<file path="config.mk">
export PLATFORM = sky130hd
export DESIGN_NAME = de_hazard_ctrl_flat
export DESIGN_NICKNAME = d
export VERILOG_FILES = /design/src/rtl/de_hazard_ctrl_pkg.sv /design/src/rtl/de_hazard_ctrl_if.sv /design/src/rtl/de_hazard_ctrl_reg_use_counter.sv /design/src/rtl/de_hazard_ctrl.sv /design/src/flat_wrapper.sv
export SDC_FILE = /design/constraint.sdc
export NUM_CORES = 1
export LEC_CHECK = 0
export CORE_ASPECT_RATIO = 1.4
export CORE_MARGIN = 2
export CORE_UTILIZATION = 30
export DETAILED_ROUTE_END_ITERATION = 8
export SLEW_MARGIN = 20
export SYNTH_ARGS = -nofsm -noshare
export SYNTH_HDL_FRONTEND = slang
export SYNTH_HIERARCHICAL = 1
export SYNTH_SLANG_ARGS = --single-unit
</file>
<file path="constraint.sdc">
create_clock -name clk -period 8.7 [get_ports clk]
set_input_delay 1.74 -clock clk [delete_from_list [all_inputs] [get_ports clk]]
set_output_delay 1.74 -clock clk [all_outputs]
set_load 0.1 [all_outputs]
</file>
<file path="src/rtl/de_hazard_ctrl_pkg.sv">
// Shared parameters, state encoding and sizing helpers for the decode-stage
// hazard/flush controller.
package de_hazard_ctrl_pkg;

    localparam int REGS         = 32;
    localparam int REGNOBITS    = 5;
    localparam int CNTBITS      = 2;
    localparam int FLUSH_CYCLES = 2;
    localparam int PENDBITS     = 7;

    localparam logic [CNTBITS-1:0] CNT_MAX = '1;

    // Flush down-counter only needs to hold FLUSH_CYCLES-1.
    localparam int FCBITS = (FLUSH_CYCLES > 1) ? $clog2(FLUSH_CYCLES) : 1;
    localparam logic [FCBITS-1:0] FLUSH_LOAD = FCBITS'(FLUSH_CYCLES - 1);

    typedef enum logic [1:0] {
        RUN   = 2'd0,
        FLUSH = 2'd1,
        DRAIN = 2'd2
    } state_e;

endpackage

</file>
<file path="src/rtl/de_hazard_ctrl_if.sv">
// Decode/WB/AGEX signal bundle between DE_STAGE (master) and the hazard
// controller (slave).
interface de_hazard_ctrl_if;
    import de_hazard_ctrl_pkg::*;

    logic                 de_valid;
    logic                 de_use_rs1;
    logic                 de_use_rs2;
    logic [REGNOBITS-1:0] de_rs1;
    logic [REGNOBITS-1:0] de_rs2;
    logic                 de_wr_reg;
    logic [REGNOBITS-1:0] de_rd;
    logic                 de_serialize;
    logic                 wb_wr_reg;
    logic [REGNOBITS-1:0] wb_rd;
    logic                 br_mispred;

    logic                 stall_de;
    logic                 flush_fe;
    logic                 issue;
    logic                 busy;
    logic [PENDBITS-1:0]  pending_count;
    logic                 err_underflow;

    modport master (
        output de_valid, de_use_rs1, de_use_rs2, de_rs1, de_rs2,
               de_wr_reg, de_rd, de_serialize, wb_wr_reg, wb_rd, br_mispred,
        input  stall_de, flush_fe, issue, busy, pending_count, err_underflow
    );

    modport slave (
        input  de_valid, de_use_rs1, de_use_rs2, de_rs1, de_rs2,
               de_wr_reg, de_rd, de_serialize, wb_wr_reg, wb_rd, br_mispred,
        output stall_de, flush_fe, issue, busy, pending_count, err_underflow
    );

endinterface

</file>
<file path="src/rtl/de_hazard_ctrl_reg_use_counter.sv">
// Saturating up/down count of outstanding writes to one architectural register.
module reg_use_counter
    import de_hazard_ctrl_pkg::*;
(
    input  logic               clk,
    input  logic               reset,
    input  logic               inc,
    input  logic               dec,
    output logic [CNTBITS-1:0] cnt,
    output logic               zero,
    output logic               max,
    output logic               underflow
);

    assign zero      = (cnt == '0);
    assign max       = (cnt == CNT_MAX);
    assign underflow = dec & ~inc & zero;

    // Simultaneous inc and dec cancel; both ends hold rather than wrap.
    always_ff @(posedge clk) begin
        if (reset) begin
            cnt <= '0;
        end else if (inc && !dec && !max) begin
            cnt <= cnt + 1'b1;
        end else if (dec && !inc && !zero) begin
            cnt <= cnt - 1'b1;
        end
    end

endmodule

</file>
<file path="src/rtl/de_hazard_ctrl.sv">
// Decode-stage scoreboard: RAW/saturation/serialize stalls and a fixed-length
// front-end flush after an AGEX mispredict.
module de_hazard_ctrl
    import de_hazard_ctrl_pkg::*;
(
    input  logic             clk,
    input  logic             reset,
    de_hazard_ctrl_if.slave  bus
);

    logic [CNTBITS-1:0] cnt      [REGS];
    logic [REGS-1:0]    is_zero;
    logic [REGS-1:0]    is_max;
    logic [REGS-1:0]    uflow;
    logic [REGS-1:0]    inc_vec;
    logic [REGS-1:0]    dec_vec;

    state_e             state_q, state_d;
    logic [FCBITS-1:0]  fcnt_q, fcnt_d;
    logic [PENDBITS-1:0] pending;
    logic               err_q;

    logic haz_rs1, haz_rs2, sat, wb_retire, busy;
    logic issue, stall, flush;

    // x0 is hardwired: never busy, never saturated, never underflows.
    assign cnt[0]     = '0;
    assign is_zero[0] = 1'b1;
    assign is_max[0]  = 1'b0;
    assign uflow[0]   = 1'b0;
    assign inc_vec[0] = 1'b0;
    assign dec_vec[0] = 1'b0;

    for (genvar i = 1; i < REGS; i++) begin : g_cnt
        assign inc_vec[i] = issue & bus.de_wr_reg & (bus.de_rd == REGNOBITS'(i));
        assign dec_vec[i] = bus.wb_wr_reg & (bus.wb_rd == REGNOBITS'(i));

        reg_use_counter u_cnt (
            .clk       (clk),
            .reset     (reset),
            .inc       (inc_vec[i]),
            .dec       (dec_vec[i]),
            .cnt       (cnt[i]),
            .zero      (is_zero[i]),
            .max       (is_max[i]),
            .underflow (uflow[i])
        );
    end

    always_comb begin
        pending = '0;
        for (int i = 1; i < REGS; i++) begin
            pending = pending + PENDBITS'(cnt[i]);
        end
    end

    assign busy = (pending != '0);

    // A WB landing on a source whose last outstanding write it is resolves the
    // hazard: the register file writes on negedge, ahead of the next posedge.
    assign haz_rs1 = bus.de_use_rs1 & (bus.de_rs1 != '0) & ~is_zero[bus.de_rs1]
                   & ~(bus.wb_wr_reg & (bus.wb_rd == bus.de_rs1) & (cnt[bus.de_rs1] == CNTBITS'(1)));
    assign haz_rs2 = bus.de_use_rs2 & (bus.de_rs2 != '0) & ~is_zero[bus.de_rs2]
                   & ~(bus.wb_wr_reg & (bus.wb_rd == bus.de_rs2) & (cnt[bus.de_rs2] == CNTBITS'(1)));

    assign sat = bus.de_wr_reg & (bus.de_rd != '0) & is_max[bus.de_rd]
               & ~(bus.wb_wr_reg & (bus.wb_rd == bus.de_rd));

    assign wb_retire = bus.wb_wr_reg & (bus.wb_rd != '0) & ~is_zero[bus.wb_rd];

    always_ff @(posedge clk) begin
        if (reset) begin
            state_q <= RUN;
            fcnt_q  <= '0;
            err_q   <= 1'b0;
        end else begin
            state_q <= state_d;
            fcnt_q  <= fcnt_d;
            if (|uflow) begin
                err_q <= 1'b1;
            end
        end
    end

    // A mispredict overrides whatever the current state would do and restarts the flush.
    always_comb begin
        state_d = state_q;
        fcnt_d  = fcnt_q;
        issue   = 1'b0;
        stall   = 1'b0;
        flush   = 1'b0;

        case (state_q)
            RUN: begin
                issue = bus.de_valid & ~haz_rs1 & ~haz_rs2 & ~sat
                      & ~(bus.de_serialize & busy);
                stall = bus.de_valid & ~issue;
                if (bus.de_valid && bus.de_serialize && busy) begin
                    state_d = DRAIN;
                end
            end
            DRAIN: begin
                stall = 1'b1;
                if (pending == '0 || (pending == PENDBITS'(1) && wb_retire)) begin
                    state_d = RUN;
                end
            end
            FLUSH: begin
                stall = 1'b1;
                flush = 1'b1;
                if (fcnt_q == '0) begin
                    state_d = RUN;
                end else begin
                    fcnt_d = fcnt_q - 1'b1;
                end
            end
            default: begin
                state_d = RUN;
            end
        endcase

        if (bus.br_mispred) begin
            issue   = 1'b0;
            stall   = 1'b1;
            flush   = 1'b1;
            state_d = FLUSH;
            fcnt_d  = FLUSH_LOAD;
        end
    end

    assign bus.issue         = issue;
    assign bus.stall_de      = stall;
    assign bus.flush_fe      = flush;
    assign bus.busy          = busy;
    assign bus.pending_count = pending;
    assign bus.err_underflow = err_q;

endmodule

</file>
<file path="src/flat_wrapper.sv">
// flat-port wrapper written by rule: the top's interface ports become plain ports
module de_hazard_ctrl_flat import de_hazard_ctrl_pkg::*;
  (clk, reset, bus_de_valid, bus_de_use_rs1, bus_de_use_rs2, bus_de_rs1, bus_de_rs2, bus_de_wr_reg, bus_de_rd, bus_de_serialize, bus_wb_wr_reg, bus_wb_rd, bus_br_mispred, bus_stall_de, bus_flush_fe, bus_issue, bus_busy, bus_pending_count, bus_err_underflow);
  de_hazard_ctrl_if bus_i ();
  input  logic clk;
  input  logic reset;
  input wire logic [$bits(bus_i.de_valid)-1:0] bus_de_valid;
  input wire logic [$bits(bus_i.de_use_rs1)-1:0] bus_de_use_rs1;
  input wire logic [$bits(bus_i.de_use_rs2)-1:0] bus_de_use_rs2;
  input wire logic [$bits(bus_i.de_rs1)-1:0] bus_de_rs1;
  input wire logic [$bits(bus_i.de_rs2)-1:0] bus_de_rs2;
  input wire logic [$bits(bus_i.de_wr_reg)-1:0] bus_de_wr_reg;
  input wire logic [$bits(bus_i.de_rd)-1:0] bus_de_rd;
  input wire logic [$bits(bus_i.de_serialize)-1:0] bus_de_serialize;
  input wire logic [$bits(bus_i.wb_wr_reg)-1:0] bus_wb_wr_reg;
  input wire logic [$bits(bus_i.wb_rd)-1:0] bus_wb_rd;
  input wire logic [$bits(bus_i.br_mispred)-1:0] bus_br_mispred;
  output wire logic [$bits(bus_i.stall_de)-1:0] bus_stall_de;
  output wire logic [$bits(bus_i.flush_fe)-1:0] bus_flush_fe;
  output wire logic [$bits(bus_i.issue)-1:0] bus_issue;
  output wire logic [$bits(bus_i.busy)-1:0] bus_busy;
  output wire logic [$bits(bus_i.pending_count)-1:0] bus_pending_count;
  output wire logic [$bits(bus_i.err_underflow)-1:0] bus_err_underflow;
  assign bus_i.de_valid = bus_de_valid;
  assign bus_i.de_use_rs1 = bus_de_use_rs1;
  assign bus_i.de_use_rs2 = bus_de_use_rs2;
  assign bus_i.de_rs1 = bus_de_rs1;
  assign bus_i.de_rs2 = bus_de_rs2;
  assign bus_i.de_wr_reg = bus_de_wr_reg;
  assign bus_i.de_rd = bus_de_rd;
  assign bus_i.de_serialize = bus_de_serialize;
  assign bus_i.wb_wr_reg = bus_wb_wr_reg;
  assign bus_i.wb_rd = bus_wb_rd;
  assign bus_i.br_mispred = bus_br_mispred;
  assign bus_stall_de = bus_i.stall_de;
  assign bus_flush_fe = bus_i.flush_fe;
  assign bus_issue = bus_i.issue;
  assign bus_busy = bus_i.busy;
  assign bus_pending_count = bus_i.pending_count;
  assign bus_err_underflow = bus_i.err_underflow;
  de_hazard_ctrl u_core (.clk(clk), .reset(reset), .bus(bus_i));
endmodule
</file>
==> impl_results.md <==
* Outcome: finished, final reports clean
* Worst slack on hold paths at 497.1 ps
* Worst Reg-to-Reg Cells at 27
* Final wirelength at 30820 um
* Startpoint of the lowest-slack register-to-register path: u_core/g_cnt[18].u_cnt/cnt[1]$_SDFFE_PP0P_
* Slowest-stage cell, CP: fa_1
* Row count at 74
* Max transition margin at 33.41%
* CTS Hold Buffers Added at 0
* Terminus of the critical flop-to-flop path: u_core/bus.err_underflow$_SDFFE_PP0P_
* Area used by multi-input combinational logic at 6935 um^2
* Worst endpoint required time at 6960 ps
* Start point of the worst hold path: u_core/fcnt_q$_SDFFE_PP0P_
* Number of top-level pins at 41
* Cell count after synthesis at 1029
* Cell family contributing the most delay on the critical path: adder cells
* Crit path DAT at 6720 ps
* Logic depth of the worst path, buffers included at 21
* Post-DP Area at 9799 um^2
* Clock Pin Slew Worst Setup and Hold Paths at 60 ps
* Share of the yosys chip area belonging to registers at 15.02%
* Final max-slew violation count at 0
* Final RePlAce weighted congestion at 0.9834
* Vias after detailed routing at 8263
* TritonCTS Buffers at 9
* Hold Crit Depth at 2
* Cell internal power dissipation at 0.0005707 W
* Clock insertion delay at the later pin of the skew report at 360 ps
* Die Span X at 148.7 um
* First-pass GRT wire length at 47350 um
* Maximum cell stage delay along the critical path at 600 ps
* Mapped Nets at 1131
* Number of distinct library cell variants in the gate-level netlist after synthesis at 64
* Total global routing track utilization at 20.41%
* FMAX at 118.1 MHz
* Via count of the first global-routing pass at 8420
* Root Buffer Master: clkbuf_16
* Total leakage power at 3.653 nW
* Antenna fix cells at 0
* Most common library cell in the layout ignoring fill and taps: nor2_1
* Number of antenna violations at the first check in global routing at 0
* Worst-case clock skew at 9.005 ps
* Cell breakdown of the critical path: inv_1 > fa_1 > fa_1 > fa_1 > inv_1 > fa_1 > fa_1 > fa_1 > inv_1 > fa_1 > inv_1 > ha_1 > fa_2 > or2_2 > a211o_4 > nand2_1 > o211a_1 > and4_4 > nand2_4 > clkinvlp_4 > buf_12
* Synthesized area divided by synthesized cell count at 8.547 um^2
* Via density per instance at 5.610
* Residual overflow from global routing at 0
* Hold endpoint: u_core/fcnt_q$_SDFFE_PP0P_
* Setup crit start kind: flip-flop
* Maximum clock path buffer count at 2
* Share of total power in sequential cells at 36.4%
* Proportion of total power due to net switching at 31.52%
* Switching component of the power at 0.0002627 W
* Fraction of layout instances using a drive strength above 1 at 28.27%
* Setup CP Type: reg -> out
* Crit Path Max Fanout at 7
* Area Overhead vs Synth at 15.99%
* TritonCTS clock tree: built
* Half-perimeter wire length after placement at 24310 um
* FF/Latch Area at 1371 um^2
* Most frequent cells in the layout: nor2_1, inv_1, or2b_2
* Worst Path Buf+Inv at 6
* Port buffer count at 40
* Die footprint at 30720 um^2
* Fill count at 2997
* Final design instance area without fill at 10200 um^2
* Synth warnings at 6
* Slack of the worst reg-to-reg path at 480 ps
* Post-Route Setup TNS at 0 ps
* Syn Std Cell Area at 8795 um^2
* Seq cells post-synth at 66
* Worst min-delay path category: reg -> reg
* Iteration-0 DRC Markers at 645
* Power density over cell area at 81.69 nW/um^2
* Placeable core area at 28980 um^2
* Post-detailed-route wirelength per cell at 20.92 um
* Clock share of power at 44.2%
* Net count of the finished layout at 1190
* Fraction of power consumed by combinational cells at 19.4%
* Cell mode on critical path: fa_1
* Dominant register cell in the synthesized netlist: dfxtp_1
* Vert. Die Dim at 206.6 um
* Largest net degree at the start of global routing at 67
* Worst-margin pin slew at 995.7 ps
* Final critical path time including I/O delays and setup at 8464 ps
* Number of enable-type register cells in the synthesized netlist at 0
* Critical Path Sink Type: output port
* VDD IR max at 0.00007886 V
* Period utilisation layout at 97.29%
* Worst Slack Setup Final at 236.0 ps
* Proportion of synthesized flip-flops having asynchronous set or reset at 0%
* Number of max-cap violations at 0
* Post-placement worst setup slack at 417.9 ps
* Level count of the clock H-tree at 3
* Total number of clock tree sinks at 66
* Final setup violating endpoints at 0
* Final routed DRC violation total at 0
* Number of search-and-repair iterations in the first detailed-routing pass at 5
* Initial core utilization at 30.35%
* Hold Vio Cnt, Final at 0
* Count of nets left with antenna violations after detail routing at 0
-- per-stage QoR --
stage                     utilization (%)  instances  total power (W)
after global routing                35.20       1473        0.0008586
after CTS                           34.82       1463        0.0008436
after floorplan                         -       1029        0.0004094
after detailed placement            33.81       1447        0.0004701
after global placement              33.81       1447        0.0004694
final                               35.20       1473        0.0008333
-- worst register-to-register path: cells and delay by family (launching register included) --
kind / cells / cell delay [ps]
adder cells (fa/ha/maj): 9 / 4290
buffers and inverters: 5 / 370
AND/OR/NAND/NOR: 11 / 2580
flip-flops: 1 / 360
AO/OA/AOI/OAI: 2 / 480
-- flip-flops by register name, summed over array words and instances (netlist names) --
| register | flops |
|---|---|
| u_core/fcnt_q | 1 |
| u_core/g_cnt.u_cnt/cnt | 62 |
| u_core/state_q | 2 |
| u_core/bus.err_underflow | 1 |
-- timing repair --
action	in CTS	in global routing
resized for setup	0	15
setup endpoints to repair	0	3
buffers inserted	0	10
-- layer usage --
layer	up-vias	track usage [%]	part of all wire, %
met3	133	3.121	4.8
met5	-	0	0
met2	313	37.48	52
met4	0	16.09	8.8
li1	3758	-	-
met1	4059	20.51	35
-- power groups by stage --
stage               clock network [W]  registers (W)   logic, W
global placement                    0       0.000312   0.000157
global route                 0.000387       0.000303   0.000169
detailed placement                  0       0.000312   0.000158
CTS                          0.000379       0.000306   0.000159
finish                       0.000369       0.000303   0.000162
floorplan                           0       0.000317  0.0000927
-- how the worst max path moves through the flow --
stage	from	to	slack, ps
after floorplan	u_core/g_cnt[16].u_cnt/cnt[1]$_SDFFE_PP0P_	bus_stall_de	1
after global placement	u_core/g_cnt[8].u_cnt/cnt[1]$_SDFFE_PP0P_	bus_issue	450
after detailed placement	u_core/g_cnt[20].u_cnt/cnt[1]$_SDFFE_PP0P_	bus_issue	420
after CTS	u_core/g_cnt[5].u_cnt/cnt[1]$_SDFFE_PP0P_	bus_issue	10
after global routing	u_core/g_cnt[14].u_cnt/cnt[1]$_SDFFE_PP0P_	bus_issue	-20
final	u_core/g_cnt[18].u_cnt/cnt[1]$_SDFFE_PP0P_	bus_issue	240
-- cells in the mapped netlist, types with 3 or more instances --
library cell    n  area [um^2]
nand2b_1       18        112.6
nand2_1        56        210.2
o2111ai_1       4        35.03
nor3b_1        10        75.07
nor3_1         46        230.2
and2_1         32        200.2
mux2i_1        10        100.1
fa_1           57         1141
dfxtp_1        66         1321
nor4bb_1        5        50.05
xnor2_1         7        61.31
a221oi_2       31        465.5
nor4_1         21        131.4
a211o_1         3        26.28
or2_2           6        37.54
and3b_1         3        26.28
xor2_1         14        122.6
nand4_1         6        37.54
buf_6           5        56.30
o21ai_2        31        271.5
buf_1           3        11.26
ha_1           16        200.2
nand3_1        14        70.07
clkbuf_1       17        63.81
o31ai_1         3        22.52
and2b_2        31        271.5
mux4_2         33        743.2
a211oi_1        5        37.54
o21ai_0        48        240.2
nor2_1        115        431.7
nor4_2          3        37.54
buf_2          15        75.07
a21oi_1        43        215.2
inv_1          98        367.9
nor3_2          3        30.03
or2b_2         62        543.0
nand3b_1       46        345.3
o211ai_1        4        30.03
nor2b_1         6        37.54
-- logic make-up (layout without fill, tap and decap cells) --
logic type	after synthesis	in the layout	share of synthesized area (%)
AND/OR/NAND/NOR	495	495	34.04
AO/OA/AOI/OAI	193	193	17.47
buffers and inverters	138	202	6.530
adder cells (fa/ha/maj)	73	73	15.25
flip-flops	66	66	15.02
multiplexers	43	43	9.589
XOR/XNOR	21	21	2.091
-- area by class of cell --
| class | count | area share, % |
|---|---|---|
| tap | 380 | 4.661 |
| clock inverter | 4 | 0.2453 |
| sequential | 66 | 13.44 |
| multi-input combinational | 825 | 67.99 |
| timing repair buffer | 88 | 7.408 |
| inverter | 98 | 3.643 |
| clock buffer | 12 | 2.613 |
(Power assumes the default switching activity.)
